==> config.mk <==
export PLATFORM = sky130hd
export DESIGN_NAME = ram_stream_reader
export DESIGN_NICKNAME = d
export VERILOG_FILES = /design/src/rtl/systolic_pkg.sv /design/src/rtl/ram_stream_reader.sv
export SDC_FILE = /design/constraint.sdc
export NUM_CORES = 1
export LEC_CHECK = 0
export CAP_MARGIN = 0
export CORE_MARGIN = 10
export CORE_UTILIZATION = 37
export DETAILED_ROUTE_END_ITERATION = 12
export GPL_TIMING_DRIVEN = 1
export PLACE_DENSITY_LB_ADDON = 0.1
export SLEW_MARGIN = 10
export SYNTH_ARGS = -nofsm -noshare
export SYNTH_HDL_FRONTEND = slang
export SYNTH_SLANG_ARGS = --single-unit
==> constraint.sdc <==
create_clock -name clk -period 1.78 [get_ports clk]
set_input_delay 0.178 -clock clk [delete_from_list [all_inputs] [get_ports clk]]
set_output_delay 0.178 -clock clk [all_outputs]
set_load 0.01 [all_outputs]
==> src/rtl/systolic_pkg.sv <==
// Shared definitions for the systolic-array operand feed blocks.
// Holds default RAM geometry and the operand-reader FSM state type.
package systolic_pkg;

   localparam int unsigned DefOutputWidth  = 16;
   localparam int unsigned DefAddressWidth = 4;

   typedef enum logic [1:0] {
      StIdle  = 2'd0,
      StRead  = 2'd1,
      StDrain = 2'd2
   } rd_state_e;

endpackage

==> src/rtl/ram_stream_reader.sv <==
// Sweeps a window of an external 1-cycle-latency operand RAM and presents the
// words as a valid/ready stream. The RAM output register doubles as the stream buffer.
module ram_stream_reader
   import systolic_pkg::*;
#(
   parameter int unsigned Output_width  = DefOutputWidth,
   parameter int unsigned Address_width = DefAddressWidth,
   parameter int unsigned BASE_ADDR     = 0,
   parameter int unsigned NUM_WORDS     = 10
) (
   input  logic                     clk,
   input  logic                     rst,
   input  logic                     start,
   input  logic                     ready,
   output logic                     ram_en,
   output logic                     ram_we,
   output logic [Address_width-1:0] ram_addr,
   input  logic [Output_width-1:0]  ram_do,
   output logic [Output_width-1:0]  data_out,
   output logic                     data_valid,
   output logic                     data_last,
   output logic                     busy,
   output logic                     done
);

   localparam int unsigned CntW = Address_width + 1;
   localparam logic [Address_width-1:0] BaseAddr = Address_width'(BASE_ADDR);
   localparam logic [CntW-1:0]          LastIdx  = CntW'(NUM_WORDS - 1);

   rd_state_e               state_q, state_d;
   logic [Address_width-1:0] addr_q, addr_d;
   logic [CntW-1:0]          count_q, count_d;
   logic                     valid_q, valid_d;
   logic                     done_q, done_d;

   always_ff @(posedge clk or posedge rst) begin
      if (rst) begin
         state_q <= StIdle;
         addr_q  <= BaseAddr;
         count_q <= '0;
         valid_q <= 1'b0;
         done_q  <= 1'b0;
      end else begin
         state_q <= state_d;
         addr_q  <= addr_d;
         count_q <= count_d;
         valid_q <= valid_d;
         done_q  <= done_d;
      end
   end

   always_comb begin
      state_d = state_q;
      addr_d  = addr_q;
      count_d = count_q;
      done_d  = 1'b0;
      ram_en  = 1'b0;

      unique case (state_q)
         StIdle: begin
            // A start coinciding with the done pulse is dropped.
            if (start && !done_q) begin
               state_d = StRead;
               addr_d  = BaseAddr;
               count_d = '0;
            end
         end
         StRead: begin
            // Fetch only when the word held in the RAM output is consumed or absent.
            ram_en = ready | ~valid_q;
            if (ram_en) begin
               addr_d  = addr_q + Address_width'(1);
               count_d = count_q + CntW'(1);
               if (count_q == LastIdx) begin
                  state_d = StDrain;
               end
            end
         end
         StDrain: begin
            if (valid_q && ready) begin
               state_d = StIdle;
               done_d  = 1'b1;
            end
         end
         default: state_d = StIdle;
      endcase

      valid_d = valid_q;
      if (ram_en) begin
         valid_d = 1'b1;
      end else if (ready) begin
         valid_d = 1'b0;
      end
   end

   // In DRAIN the only word that can still be pending is the final one.
   assign data_last  = valid_q && (state_q == StDrain);
   assign ram_we     = 1'b0;
   assign ram_addr   = addr_q;
   assign data_out   = ram_do;
   assign data_valid = valid_q;
   assign busy       = (state_q != StIdle);
   assign done       = done_q;

endmodule

==> results.yml, run 1 <==
setup_path:
  reg2reg_depth: 3
  cpPeakStageDelay_ps: 530
  reg2reg_from: "state_q[0]"
  arrival_ps: 1520
  cp-startpoint: "state_q[0]"
  cp_cell_sequence: "and3b_2, clkdlybuf4s50_1"
  path_class: "reg2out"
  cp-end-kind: "output port"
  crit_path_max_fanout: 8
  path_buf_inv: 1
  startpoint_type: "flip-flop"
  crit_cells: 2
  reg2reg_slack_ps: 240
  crit_end: "data_last"
  worstPathRequired_ps: 1600
  cp_top_family: "buffers and inverters"
  worst_path_max_delay_cell: "clkdlybuf4s50_1"
  worstReg2RegEnd: "count_q[1]"
cts:
  clkTransAtPathRegs_ps: 80
  cts.htree.levels: 1
  clock_sinks: 13
  cts_setup_buffers: 0
  cts_buffers: 3
  insertion_delay_ps: 280
  cts_resized: 2
  cts_tree: "done"
  root_buffer: "clkbuf_4"
  clockBufferDepth: 2
  hold_buffers: 0
synth:
  ys_seq_area_frac: 0.418
  syn_inst: 80
  synth_area_leader_cell: "dfrtp_1"
  avgSynthCellArea_um2: 9.73
  netlist_area_um2: 778
  async_flop_share: 1.00
  synth_edf_count: 0
  syn-num-nets: 103
  ys.flop_type: "dfrtp_1"
  ys_top_cells_by_area: "dfrtp_1, buf_4, mux2i_1"
  synth_most_common_cell: "buf_4"
  ys_seq_elements: 13
  synth_commonest_cells: "buf_4, dfrtp_1, nand2_1"
  yosysTopAreaCellShare: 0.418
  yosys_warnings: 0
  synth_cell_types: 24
cells_and_area:
  finalNetCount: 105
  fin_util: 0.428
  drive_above_1_share: 0.123
  syn_to_final_growth_pct: 9.00
  diodes: 0
place:
  pre_cts_ws_ps: 84.4
  place.gp.congestion: 0.720
  place_hpwl_um: 1140
  port_buffers: 12
global_routing:
  grt_usage: 0.0768
  overflow: 0
  antenna_found_initial: 0
  grt_pass1_vias: 539
  grt_max_degree: 14
  grt_pass1_wl_um: 2520
power:
  p_total_uw: 1330
  leakage_uw: 0.000390
  vdd_drop_max_mv: 0.610
  p_per_area_mw_per_mm2: 1560
timing:
  tightest_slew_ps: 517
  tns_ps: 0
  rsz0062_at_grt: "no"
  finalHoldViolCount: 0
  slew_headroom: 0.655
  finalCritPeriodShare: 0.955
  max_freq_mhz: 588
  skew_ps: 0.978
  setup_viol: 0
  setup_ws_ps: 80.3
  fin_crit_ps: 1700
  final_max_slew_viol_count: 0
drt:
  route.detailed.drc: 0
  wl_per_cell_um: 13.9
  initialDrtViolationCount: 13
  num_vias: 524
  first_pass_iters: 4
  viasPerCell: 4.85
  drtAntennaViolNets: 0
  routed_wl_um: 1500
outcome:
  status: "completed"
floorplanning:
  die-height_um: 65.9
  die_area_mm2: 0.00434
  core_region_area_mm2: 0.00198
  die_w_um: 65.9
  fp-row-count: 16
  ios: 46
  start_util: 0.393
run:
  drv_cap: 0
hold_path:
  hold_path.class: "in2async"
[routing by layer]
layer / global-route usage / routed length (um)
met1: 0.0824 / 639
met2: 0.101 / 629
met3: 0.0492 / 192
met4: 0.0668 / 42
met5: 0 / 0
[state kept, by name, summed over array words and instances (netlist names)]
register and flops:
state_q 2, ram_addr 4, count_q 5, data_valid 1, done 1
[layout by cell type, fill, tap and decap left out, types with 2 or more instances in the layout]
| cell type | instances |
|---|---|
| nand2_1 | 9 |
| inv_1 | 5 |
| clkdlybuf4s50_1 | 11 |
| nor2b_1 | 2 |
| buf_4 | 3 |
| dfrtp_1 | 12 |
| mux2i_1 | 7 |
| nand3_1 | 6 |
| clkbuf_4 | 3 |
| nor3_1 | 3 |
| ha_1 | 3 |
[metrics by stage]
| stage | hold slack (ps) | instance area, um^2 | instances |
|---|---|---|---|
| final | 217 | 848 | 108 |
| after floorplan | 55.0 | 778 | 80 |
| after CTS | 225 | 848 | 108 |
| after global routing | 268 | 848 | 108 |
| after detailed placement | 356 | 822 | 104 |
| after global placement | 356 | 822 | 104 |
[cells by family after synthesis]
kind of cell               after synthesis  share of synthesized area
muxes                                    7                     0.0900
buffers and inverters                   23                      0.195
AOI/OAI and AO/OA                        6                     0.0547
DFF                                     13                      0.418
other                                    1                    0.00482
adders and majority gates                3                     0.0482
and+or+nand+nor                         27                      0.190
[cell type report]
class	instances	area, um^2
Tap cell	27	33.8
Multi-Input combinational cell	44	302
Clock buffer	4	26.3
Inverter	5	18.8
Fill cell	201	1130
Timing Repair Buffer	15	141
Sequential cell	13	327
[where the power goes]
group | switching (uW) | internal (uW) | total [uW]
logic | 268 | 322 | 589
clock network | 102 | 87.2 | 190
registers | 129 | 418 | 546
total | 499 | 826 | 1330
[worst min-delay path by stage]
stage | from | endpoint | slack, ps
after global routing | rst | ram_addr[2] | 270
final | rst | ram_addr[2] | 220
after CTS | rst | ram_addr[3] | 220
after global placement | ram_do[12] | data_out[12] | 360
after detailed placement | ram_do[12] | data_out[12] | 360
after floorplan | rst | count_q[0] | 50
(Power assumes the default switching activity.)
==> run 2, diff against run 1 <==
ABC_AREA = 1   (was default)
CORE_UTILIZATION = 38   (was 37)
==> run 2 against run 1 <==
Clock power down 3%; largest cell class is now multi-input gates; power up 19%; maximum frequency down 0.86%; cell area up 9.7%; largest power group unchanged; synthesized cell count up 33%; worst setup slack worse by 15 ps; flip-flop and latch count unchanged; non-clock buffer count down 2.
==> results.yml, run 2 <==
drt:
  drtAntennaViolNets: 0
  viasPerCell: 4.66
  route.detailed.drc: 0
  initialDrtViolationCount: 34
  first_pass_iters: 3
  wl_per_cell_um: 13.1
  num_vias: 625
  routed_wl_um: 1750
synth:
  ys.flop_type: "dfrtp_1"
  yosysTopAreaCellShare: 0.374
  synth_commonest_cells: "nand2_1, buf_4, dfrtp_1"
  avgSynthCellArea_um2: 8.20
  synth_cell_types: 23
  yosys_warnings: 0
  synth_edf_count: 0
  ys_seq_area_frac: 0.374
  netlist_area_um2: 870
  async_flop_share: 1.00
  ys_seq_elements: 13
  synth_area_leader_cell: "dfrtp_1"
  syn_inst: 106
  synth_most_common_cell: "nand2_1"
  ys_top_cells_by_area: "dfrtp_1, buf_4, nand2_1"
  syn-num-nets: 129
place:
  placed_area_um2: 905
  place_hpwl_um: 1370
  place.gp.congestion: 0.679
  pre_cts_ws_ps: 191
  port_buffers: 12
setup_path:
  reg2reg_depth: 7
  arrival_ps: 1540
  reg2reg_slack_ps: 580
  crit_path_max_fanout: 5
  startpoint_type: "flip-flop"
  worstPathRequired_ps: 1600
  path_class: "reg2out"
  worstReg2RegEnd: "count_q[4]"
  reg2reg_from: "data_valid"
  cp-end-kind: "output port"
cells_and_area:
  multiInputGateArea_um2: 365
  largest_reg_flops: 5
  fin_util: 0.425
  layout_commonest_cell: "nand2_1"
  seqCellArea_um2: 325
  finish.instance_area_um2: 931
  regMostFlops: "count_q"
  drive_above_1_share: 0.151
  final_cell_mix: "nand2_1, dfrtp_1, clkdlybuf4s50_1"
  n_fill_cell: 229
  finalNetCount: 130
  diodes: 0
  syn_to_final_growth_pct: 7.05
power:
  p_per_area_mw_per_mm2: 1690
  power_frac_clock: 0.117
  leakage_uw: 0.000443
  p_int_uw: 869
  combPwrFrac: 0.536
  vdd_drop_max_mv: 0.747
  power_switching_uw: 707
  swShare: 0.449
  seqPwrFrac: 0.347
floorplanning:
  ios: 46
  die_w_um: 67.8
  core_region_area_mm2: 0.00219
  fp-row-count: 17
  die_area_mm2: 0.00460
  die-height_um: 67.8
  start_util: 0.397
timing:
  max_freq_mhz: 583
  finalCritPeriodShare: 0.963
  rsz0062_at_grt: "no"
  hold_slack_ps: 235
  tns_ps: 0
  finalHoldViolCount: 0
  skew_ps: 1.79
  fin_crit_ps: 1710
  setup_ws_ps: 65.6
  final_max_slew_viol_count: 0
  tightest_slew_ps: 520
  slew_headroom: 0.653
  setup_viol: 0
global_routing:
  grt_usage: 0.0818
  antenna_found_initial: 0
  grt_max_degree: 14
  overflow: 0
  grt_pass1_wl_um: 2900
  grt_pass1_vias: 609
cts:
  cts.htree.levels: 1
  clock_sinks: 13
  insertion_delay_ps: 270
  clkTransAtPathRegs_ps: 80
  cts_tree: "done"
  cts_resized: 0
  root_buffer: "clkbuf_4"
  cts_buffers: 3
  cts_setup_buffers: 0
  hold_buffers: 0
  clockBufferDepth: 2
run:
  drv_cap: 0
outcome:
  status: "completed"
hold_path:
  hold_path.class: "in2async"
-- run 2: routing by layer --
metal,routed length [um],up-vias,global-route usage
met5,0,-,0
met4,14,0,0.0251
met3,178,4,0.0440
met2,779,18,0.123
met1,775,284,0.0983
li1,-,319,-
-- run 2: logic make-up after synthesis --
family | synth area share
AND/OR/NAND/NOR | 0.286
buffers and inverters | 0.206
flip-flops | 0.374
AO/OA/AOI/OAI | 0.0763
adder cells (fa/ha/maj) | 0.0432
XOR/XNOR | 0.0101
other | 0.00431
-- run 2: cell type report --
cell class | instances | share of cell area
Inverter | 13 | 0.0551
Multi-Input combinational cell | 63 | 0.392
Clock buffer | 4 | 0.0282
Sequential cell | 13 | 0.349
Tap cell | 28 | 0.0376
Timing Repair Buffer | 13 | 0.137
-- run 2: per-stage QoR --
step	power, uW	std cells
after global routing	1730	134
after floorplan	1140	106
after global placement	1400	130
final	1580	134
after detailed placement	1410	130
after CTS	1600	134
-- run 2: worst max-delay path by stage --
stage | start | to | slack (ps) | cells past startpoint
finish | state_q[1] | ram_en | 70 | 4
global route | state_q[1] | ram_en | 10 | 4
CTS | state_q[1] | ram_en | 40 | 4
detailed placement | ready | ram_en | 190 | 4
global placement | ready | ram_en | 190 | 4
floorplan | count_q[0] | count_q[2] | 720 | 6
-- run 2: power groups by stage --
| stage | clock (uW) | sequential, uW | combinational [uW] |
|---|---|---|---|
| after floorplan | 0 | 551 | 585 |
| after global placement | 0 | 551 | 848 |
| final | 185 | 547 | 844 |
| after global routing | 205 | 568 | 956 |
| after detailed placement | 0 | 551 | 856 |
| after CTS | 192 | 548 | 860 |
-- run 2: worst max-delay path, stage by stage (launching register included) --
cell,delay [ps]
dfrtp_1,420
inv_2,90
nand2_4,90
nor2_8,120
clkdlybuf4s50_1,550
==> run 3, diff against run 2 <==
GPL_ROUTABILITY_DRIVEN = 0   (was default)
PLACE_DENSITY_LB_ADDON = 0.15   (was 0.1)
==> run 3 against run 2 <==
Via count grew 1.8%; sequential share of layout area down 0.094 points; power up 0.29%; worst setup slack improved by 40 ps; clock power rose by 3%; utilization increased by 0.11 points; non-clock buffer count did not move; die area is the same; clock skew rose by 1.1 ps; flip-flop and latch count stayed put; sequential power rose by 1%; critical path type unchanged.
==> results.yml, run 3 (synthesis gave the netlist of run 2 again) <==
outcome:
  status: "completed"
global_routing:
  use_met1: 0.0954
  grt_pass1_wl_um: 2880
  use_met2: 0.119
  grt_usage: 0.0831
  met3_usage: 0.0408
  antenna_found_initial: 0
  overflow: 0
  grt_pass1_vias: 628
  grt-busiest-layer: "met2"
  grt_max_degree: 14
setup_path:
  worstReg2RegEnd: "count_q[3]"
  path_class: "reg2out"
  worstPathRequired_ps: 1600
  reg2reg_depth: 7
  reg2reg_from: "data_valid"
  startpoint_type: "flip-flop"
  arrival_ps: 1500
  reg2reg_slack_ps: 550
  cp-end-kind: "output port"
  crit_path_max_fanout: 3
floorplanning:
  core_region_area_mm2: 0.00219
  start_util: 0.397
  die_w_um: 67.8
  ios: 46
  die-height_um: 67.8
  die_area_mm2: 0.00460
  fp-row-count: 17
timing:
  finalCritPeriodShare: 0.941
  tns_ps: 0
  final_max_slew_viol_count: 0
  finalHoldViolCount: 0
  setup_viol: 0
  max_freq_mhz: 597
  rsz0062_at_grt: "no"
  skew_ps: 2.85
  fin_crit_ps: 1670
drt:
  drtAntennaViolNets: 0
  route.detailed.drc: 0
  num_vias: 636
  routed_wl_um: 1690
  viasPerCell: 4.75
  first_pass_iters: 3
  initialDrtViolationCount: 18
  wl_per_cell_um: 12.6
cts:
  clkTransAtPathRegs_ps: 90
  insertion_delay_ps: 280
  cts_buffers: 3
  cts.htree.levels: 1
  clockBufferDepth: 2
  clock_sinks: 13
  cts_tree: "done"
  root_buffer: "clkbuf_4"
cells_and_area:
  drive_above_1_share: 0.151
  largest_reg_flops: 5
  fin_util: 0.426
  finalNetCount: 130
  regMostFlops: "count_q"
  final_cell_mix: "nand2_1, dfrtp_1, clkdlybuf4s50_1"
  diodes: 0
  n_fill_cell: 225
  syn_to_final_growth_pct: 7.34
  layout_commonest_cell: "nand2_1"
place:
  place_hpwl_um: 1310
  port_buffers: 12
power:
  p_per_area_mw_per_mm2: 1690
  leakage_uw: 0.000453
  p_total_uw: 1580
  vdd_drop_max_mv: 0.822
run:
  drv_cap: 0
hold_path:
  hold_path.class: "in2async"
-- run 3: cell count changes in the layout (fill, tap and decap cells not counted), sizes merged --
cell           change
dlymetal6s2s       +1
clkdlybuf4s50      -1
-- run 3: worst max path at each step --
stage / endpoint / start / slack (ps) / depth (start not counted)
final: data_last / state_q[0] / 110 / 4
after global placement: ram_en / ready / 190 / 4
after global routing: data_last / state_q[0] / 40 / 4
after detailed placement: ram_en / ready / 200 / 4
after floorplan: count_q[2] / count_q[0] / 720 / 6
after CTS: ram_en / state_q[1] / 30 / 4
-- run 3: critical path, stage by stage (launching register included) --
cell	delay, ps
dfrtp_1	440
inv_2	90
nand2_1	60
nor2_1	90
clkdlybuf4s50_1	540
-- run 3: layout make-up --
cell class | count | area (um^2) | share of cell area
inverters | 13 | 51.3 | 0.0550
repair buffers | 13 | 130 | 0.139
well taps | 28 | 35.0 | 0.0375
clock buffers | 4 | 26.3 | 0.0282
flip-flops and latches | 13 | 325 | 0.349
multi-input cells | 63 | 365 | 0.391
-- run 3: repair_timing --
action,in CTS,in global routing
setup endpoints to repair,0,1
hold buffers,0,0
endpoints found under the hold margin,0,0
gates resized for setup,0,1
setup buffers,0,0
-- run 3: per-layer routing --
layer	vias to the layer above	routed length, um
met2	16	709
met5	-	0
li1	321	-
met4	0	44
met3	4	191
met1	295	748
-- run 3: power breakdown --
part	total, uW	switching (uW)	internal, uW	leakage (uW)
logic	838	468	369	0.000280
clock network	190	103	86.9	0.0000150
registers	553	143	409	0.000158
total	1580	714	866	0.000453
-- run 3: per-stage QoR --
step	hold slack, ps	setup WS, ps	instances	instance area, um^2
finish	218	105	134	933
global route	275	40.7	134	933
CTS	248	34.0	134	931
detailed placement	356	196	130	905
global placement	356	186	130	905
floorplan	55.0	719	106	870
